[config.mk]
export PLATFORM = sky130hd
export DESIGN_NAME = sdram_bridge32
export DESIGN_NICKNAME = d
export VERILOG_FILES = /design/src/rtl/sdram_bridge32.sv
export SDC_FILE = /design/constraint.sdc
export NUM_CORES = 1
export LEC_CHECK = 0
export ABC_CLOCK_PERIOD_IN_PS = 5000
export CORE_UTILIZATION = 29
export DETAILED_ROUTE_END_ITERATION = 8
export PLACE_DENSITY = 0.56
export SETUP_SLACK_MARGIN = 0.1
export SLEW_MARGIN = 40
export SYNTH_ARGS = -nofsm -noshare
export SYNTH_HDL_FRONTEND = slang
export SYNTH_SLANG_ARGS = --single-unit
[constraint.sdc]
create_clock -name clk -period 5 [get_ports clk]
set_input_delay 1.5 -clock clk [delete_from_list [all_inputs] [get_ports clk]]
set_output_delay 1.5 -clock clk [all_outputs]
set_load 0.005 [all_outputs]
[src/rtl/sdram_bridge32.sv]
// 32-bit single-outstanding word bus to 16-bit SDRAM burst request bridge.
// One 8-word read line buffer; reads hit locally or refill the line, writes go straight through.
//
// state     | meaning
// ----------+-------------------------------------------------------------
// S_IDLE    | waiting for a bus request (ignored during the bus_ack cycle)
// S_RD_REQ  | line refill burst requested, waiting for rd_ack
// S_RD_FILL | collecting 16 halfwords into the line buffer
// S_ACK_RD  | registered lookup hit, return the buffered word
// S_WR      | write-through of two halfwords, waiting for two wr_ack
module sdram_bridge32 #(
   parameter int AWIDTH = 24
) (
   input  logic              clk,
   input  logic              reset,
   input  logic [AWIDTH-1:0] bus_addr,
   input  logic [31:0]       bus_wdata,
   input  logic              bus_wr,
   input  logic              bus_req,
   output logic              bus_ack,
   output logic [31:0]       bus_rdata,
   output logic [AWIDTH:0]   rd_addr,
   output logic [3:0]        rd_len,
   output logic              rd_req,
   input  logic              rd_ack,
   input  logic [15:0]       rd_data,
   input  logic              rd_rdy,
   output logic [AWIDTH:0]   wr_addr,
   output logic [3:0]        wr_len,
   output logic [15:0]       wr_data,
   output logic              wr_req,
   input  logic              wr_ack
);

   typedef enum logic [2:0] {
      S_IDLE,
      S_RD_REQ,
      S_RD_FILL,
      S_ACK_RD,
      S_WR
   } state_t;

   state_t            state, state_nxt;
   logic [31:0]       line_mem [8];
   logic [AWIDTH-4:0] tag, tag_nxt;
   logic              valid, valid_nxt;
   logic [3:0]        beat, beat_nxt;
   logic              wr_second, wr_second_nxt;
   logic              bus_ack_nxt;
   logic [31:0]       bus_rdata_nxt;
   logic              rd_req_nxt;
   logic [AWIDTH:0]   rd_addr_nxt;
   logic              wr_req_nxt;
   logic [AWIDTH:0]   wr_addr_nxt;
   logic [15:0]       wr_data_nxt;
   logic              fill_we;
   logic              upd_we;
   logic              hit;
   logic [2:0]        word_sel;
   logic [31:0]       fill_word;

   assign word_sel = bus_addr[2:0];
   assign hit      = valid && (tag == bus_addr[AWIDTH-1:3]);
   assign rd_len   = 4'd15;
   assign wr_len   = 4'd1;

   // The last beat is still on rd_data when the fill completes, so word 7 is assembled here.
   assign fill_word = (word_sel == 3'd7) ? {rd_data, line_mem[7][15:0]} : line_mem[word_sel];

   always_comb begin
      state_nxt     = state;
      bus_ack_nxt   = 1'b0;
      bus_rdata_nxt = bus_rdata;
      rd_req_nxt    = rd_req;
      rd_addr_nxt   = rd_addr;
      wr_req_nxt    = wr_req;
      wr_addr_nxt   = wr_addr;
      wr_data_nxt   = wr_data;
      valid_nxt     = valid;
      tag_nxt       = tag;
      beat_nxt      = beat;
      wr_second_nxt = wr_second;
      fill_we       = 1'b0;
      upd_we        = 1'b0;
      case (state)
         S_IDLE: begin
            if (bus_req && !bus_ack) begin
               if (bus_wr) begin
                  wr_req_nxt    = 1'b1;
                  wr_addr_nxt   = {bus_addr, 1'b0};
                  wr_data_nxt   = bus_wdata[15:0];
                  wr_second_nxt = 1'b0;
                  state_nxt     = S_WR;
               end else if (hit) begin
                  state_nxt = S_ACK_RD;
               end else begin
                  valid_nxt   = 1'b0;
                  rd_req_nxt  = 1'b1;
                  rd_addr_nxt = {bus_addr[AWIDTH-1:3], 4'b0000};
                  state_nxt   = S_RD_REQ;
               end
            end
         end
         S_RD_REQ: begin
            if (rd_ack) begin
               rd_req_nxt = 1'b0;
               beat_nxt   = 4'd0;
               state_nxt  = S_RD_FILL;
            end
         end
         S_RD_FILL: begin
            if (rd_rdy) begin
               fill_we  = 1'b1;
               beat_nxt = beat + 4'd1;
               // Completion acks directly so bus_ack follows the last beat by one cycle.
               if (beat == 4'd15) begin
                  valid_nxt     = 1'b1;
                  tag_nxt       = bus_addr[AWIDTH-1:3];
                  bus_ack_nxt   = 1'b1;
                  bus_rdata_nxt = fill_word;
                  state_nxt     = S_IDLE;
               end
            end
         end
         S_ACK_RD: begin
            bus_ack_nxt   = 1'b1;
            bus_rdata_nxt = line_mem[word_sel];
            state_nxt     = S_IDLE;
         end
         S_WR: begin
            if (wr_ack) begin
               if (!wr_second) begin
                  wr_data_nxt   = bus_wdata[31:16];
                  wr_second_nxt = 1'b1;
               end else begin
                  wr_req_nxt  = 1'b0;
                  upd_we      = hit;
                  bus_ack_nxt = 1'b1;
                  state_nxt   = S_IDLE;
               end
            end
         end
         default: state_nxt = S_IDLE;
      endcase
   end

   always_ff @(posedge clk) begin
      if (reset) begin
         state     <= S_IDLE;
         bus_ack   <= 1'b0;
         bus_rdata <= '0;
         rd_req    <= 1'b0;
         rd_addr   <= '0;
         wr_req    <= 1'b0;
         wr_addr   <= '0;
         wr_data   <= '0;
         valid     <= 1'b0;
         tag       <= '0;
         beat      <= '0;
         wr_second <= 1'b0;
      end else begin
         state     <= state_nxt;
         bus_ack   <= bus_ack_nxt;
         bus_rdata <= bus_rdata_nxt;
         rd_req    <= rd_req_nxt;
         rd_addr   <= rd_addr_nxt;
         wr_req    <= wr_req_nxt;
         wr_addr   <= wr_addr_nxt;
         wr_data   <= wr_data_nxt;
         valid     <= valid_nxt;
         tag       <= tag_nxt;
         beat      <= beat_nxt;
         wr_second <= wr_second_nxt;
      end
   end

   // Line storage carries no reset; valid alone qualifies its contents.
   always_ff @(posedge clk) begin
      if (!reset) begin
         if (fill_we) begin
            if (beat[0])
               line_mem[beat[3:1]][31:16] <= rd_data;
            else
               line_mem[beat[3:1]][15:0] <= rd_data;
         end
         if (upd_we)
            line_mem[word_sel] <= bus_wdata;
      end
   end

endmodule
Word level (Yosys, flattened, before mapping)
Memories as Yosys holds them, arrays and structs flattened.
Index checks and enable logic that the tools add are counted.

cells by class
  equal/unequal tests = 17
  reduce and logical (&&, ||, !) cells = 21
  multipliers = 0
  bitwise gates (word level) = 2
  shifts and indexed selects = 0
  mux-type cells = 65
  div/mod/pow operators = 0
  $lt $le $gt $ge = 0
  add/sub/neg operators = 1

operators by type and width
  operator                                                                number
  32-bit two-way mux                                                      4
  16-bit two-way mux                                                      4
  32-bit case mux with 2 select lines                                     1
  1-bit two-way mux                                                       36
  16-bit case mux with 2 select lines                                     1
  32-bit OR reduction                                                     1
  3-bit two-way mux                                                       8
  21-bit equality test                                                    1
  2-bit != test (second input constant)                                   10
  5-bit AND reduction                                                     3
  3-bit case mux with 4 select lines                                      1
  3-bit AND reduction                                                     4
  6-bit AND reduction                                                     2
  2-bit nonzero test                                                      5
  4-bit two-way mux                                                       2
  1-bit case mux with 2 select lines                                      4
  4-bit case mux with 2 select lines                                      1
  4-bit AND reduction                                                     2
  3-bit by 2-bit equality test with 1-bit output (second input constant)  2
  3-bit equality test (second input constant)                             2
  4-bit by 1-bit adder with 4-bit output (second input constant)          1
  4-bit equality test (second input constant)                             1
  2-bit two-way mux                                                       2
  3-bit by 1-bit equality test with 1-bit output (second input constant)  1
  other kinds (5)                                                         7

storage, ports and cells
  bits in registers = 126
  memory bits (writable) = 256
  memories kept = 1
  output and inout bits = 109
  word-level logic and storage cells = 119
  bits in latches = 0
  input bits = 79
  memory bits (read-only) = 0

memory list
  memory    words  width  rd ports  clocked after memory_dff  write ports  line  text
  line_mem  8      32     2         0                         1            44    logic [31:0] line_mem [8];

Logic depth before layout (Yosys ltp)
  depth in word-level cells = 10
  mapped depth = 8
  depth with buffers taken out = 6

Worst setup path before layout
OpenSTA, ideal clock, no wires.

  path type = input to register
  start = in bus_addr[8]
  end = mem line_mem[5][0], enable pin
  library setup time = 0.414 ns
  data required time = 4.586 ns
  stages on the path = 6
  path slack = 0.794 ns
  buffers on the path = 1
  arrival time = 3.791 ns
  path through = xor2_1 > nor4_1 > and4_1 > buf_6 > nand3_2 > o31ai_1

between the ends
  word-level cells in the longest chain between the ends = 10
  elaborated cells between the ends (all ways) = 11
  those cells by class = eq/ne: 1; mux: 8; reduce/logical: 2

ends and longest elaborated chain
  element                                                                  line  text
  start, declared                                                          16    input logic [AWIDTH-1:0] bus_addr,
  21-bit equality test *                                                   63    assign hit = valid && (tag == bus_addr[AWIDTH-1:3]);
  1-bit logical AND *                                                      63
  1-bit two-way mux *                                                      132   if (!wr_second) begin
  1-bit two-way mux *                                                      131   if (wr_ack) begin
  1-bit two-way mux *                                                      85    case (state)
  1-bit two-way mux *                                                      186   if (upd_we)
  1-bit two-way mux *                                                      179   if (!reset) begin
  1-bit two-way mux (not written as such) *                                187   line_mem[word_sel] <= bus_wdata;
  32-bit OR reduction (no line)                                            n/a
  3-bit two-way mux (no line) / 2-bit two-way mux (equally long branches)  n/a
  end, declared                                                            44

Every way passes the cells marked *; elsewhere a longest branch is shown, timed or not.

Final worst setup path
  start = in bus_addr[21]
  end = mem line_mem[7][31], enable pin

The elaborated chain is that of the path after synthesis.

==> results.toml <==
[final_layout]
layout_common_cells = "256 x edfxtp_1, 170 x clkdlybuf4s50_1, 143 x nand2_1, 126 x dfxtp_1, 64 x mux4_2"
diodes = 0
fill_cells = 5278
multi_input_area_sq_um = 5478
syn2layout_area_growth_pct = 24.37
nNetsFinal = 1395
regArea_sq_um = 10210
layout_commonest_cell = "edfxtp_1"
stdcell_area_sq_um = 20050
layout-drive-gt1-share = 0.1683

[sta]
skew_ns = 0.01897
finalHoldViolations = 0
slew-limit-headroom = 0.4396
tightest_slew_ns = 0.8289
post-route-period-util = 0.7853
rsz0062_at_grt = "no"
maxSlewViolCount = 0
finalSetupViolCount = 0
layout_min_cycle_time_ns = 3.927
timing.hold.ws_ns = 0.4545
finalSetupTns_ns = 0
clock.fmax_ghz = 0.2547

[synthesis]
ys_seq_area_frac = 0.6332
synth_edf_count = 256
synth_compound_area_frac = 0.08660
synth_cell_type_count = 51
yosysTopAreaCellShare = 0.4768
ys.flop_type = "edfxtp_1"
yosys_warnings = 0
synthTopCellsByArea = "edfxtp_1 48%, dfxtp_1 16%, mux4_2 8.9%"
synthAdderAreaFrac = 0.0007760
yosys.area_share.simple = 0.09389
synthMuxAreaShare = 0.1398
yosysTopAreaCell = "edfxtp_1"
ys_ff_latch = 382
avgSynthCellArea_sq_um = 13.98
syn_area_sq_um = 16120
synth-xor-area-share = 0.01086
synth_top_family_by_area = "multiplexers"
synth-async-reset-ratio = 0
synth_cells = 1153

[power_and_ir_drop]
max-vdd-ir-drop_v = 0.0002020
leakagePower_uw = 0.006646
power.total_uw = 7046
pwr_density_cell_nw_per_um2 = 351.3

[critical_path]
crit_arrival_ns = 4.17
cp-start-kind = "input pin"
cp_max_fo = 16
crit_chain = "clkdlybuf4s50_1 -> xor2_1 -> nor4_1 -> and4_1 -> nand4_1 -> o22ai_1 -> buf_4"
critPathKind = "in2reg"
required_ns = 5.24
critPathSlowestCell = "nor4_1"
cp-end-kind = "flip-flop"
slowest_delay_ns = 0.51

[clocking]
insertion_delay_ns = 0.57
cts_resized = 0
cts_sinks = 382
postCtsSetupRepairBufs = 0
ctsHoldBuffers = 0
root_buffer = "clkbuf_16"
numCtsBuffers = 42
clock_path_buffers = 3
clk_pin_slew_ns = 0.06
cts_tree = "built"
htree_levels = 2

[flow_run]
maxCapViolCount = 0

[routing]
detail_route.wl_per_cell_um = 20.90
vias = 10360
routed_wl_mm = 43.83
drc = 0
drt_first_pass_iters = 5
ant_nets = 0
viasPerCell = 4.942
drt_iter0_markers = 632

[place]
gp_congestion = 0.8156
place_area_sq_um = 18670
io_buffers = 174
hpwl_mm = 28.99

[die]
core_area_sq_um = 54990
die_width_um = 237.8
rows = 86
die_height_um = 237.8
io_pins = 188
initial_core_util = 0.2932
dieArea_sq_um = 56550

[global_routing]
grt_pass1_wl_mm = 65.50
grt_max_degree = 88
antenna_found_initial = 0
track_usage = 0.1546
grt-ovfl-total = 0
grt_pass1_vias = 10380

[hold_path]
hp-class = "reg2reg"

[status]
status = "completed"
-- power breakdown --
group	switching, uW	total, uW	internal, uW	leakage, uW
clock network	1300	3050	1760	0.000672
logic	298	556	258	0.00265
registers	29.8	3440	3410	0.00332
total	1620	7050	5420	0.00665
-- layer usage --
layer,track usage,vias up,part of all wire
li1,-,4754,-
met1,0.2092,5195,0.44
met2,0.2414,347,0.45
met3,0.03519,68,0.071
met4,0.05709,0,0.031
met5,0,-,0
-- registers in the layout, summed over array words and instances, names as in the netlist --
register and flops:
line_mem 256, state 3, valid 1, bus_ack 1
rd_addr 21, wr_req 1, wr_data 16, tag 21
wr_addr 24, bus_rdata 32, beat 4, wr_second 1
rd_req 1
-- cells in the mapped netlist (all sizes together), types with 2 or more instances --
cell and n:
a211oi 47, a21oi 59, a31oi 4, a41oi 21, and3 22, and4 6, buf 52, clkbuf 56
conb 2, dfxtp 126, edfxtp 256, inv 3, mux2 32, mux2i 34, mux4 64, nand2 143
nand2b 9, nand3 9, nand3b 6, nand4 5, nor2 44, nor2b 16, nor3 4, nor3b 4
nor4 7, nor4b 20, o211ai 22, o21ai 22, o31ai 9, o32ai 16, or2 2, or3 3
xor2 20
-- final cells by class --
| class | instances | share of cell area |
|---|---|---|
| repair buffers | 215 | 0.1018 |
| inverters | 3 | 0.0005615 |
| clock inverters | 24 | 0.01098 |
| clock buffers | 54 | 0.05777 |
| flip-flops and latches | 382 | 0.5091 |
| multi-input cells | 671 | 0.2731 |
| well taps | 748 | 0.04667 |
-- path summary, 6_finish.rpt --
kind	startpoint	end	slack [ns]	depth (start not counted)
min reg2reg	wr_addr[8]	wr_addr[8]	0.45	2
max reg2reg	state[2]	line_mem[7][31]	2.15	6
min	wr_addr[8]	wr_addr[8]	0.45	2
max	bus_addr[21]	line_mem[7][31]	1.07	7
-- critical path: cells and delay by family --
| kind | cells | cell delay [ns] |
|---|---|---|
| buffers and inverters | 2 | 0.79 |
| AOI/OAI and AO/OA | 1 | 0.30 |
| and+or+nand+nor | 3 | 1.37 |
| xor gates and xnor gates | 1 | 0.19 |
-- cell families (layout without fill, tap and decap cells) --
family                     after synthesis  in the layout
muxes                                  130            130
adders and majority gates                1              1
xor gates and xnor gates                20             20
other                                    2             13
DFF                                    382            382
AOI/OAI and AO/OA                      206            206
buffers and inverters                  111            296
and+or+nand+nor                        301            301
-- stage by stage --
stage                     cells  utilization  worst slack, ns
after floorplan            1164            -           0.7942
after global placement     2019       0.3395           0.5270
after detailed placement   2019       0.3396           0.5118
after CTS                  2097       0.3647            1.108
after global routing       2097       0.3647           0.8432
final                      2097       0.3647            1.073
No activity file was read; power rests on OpenSTA's default activity.
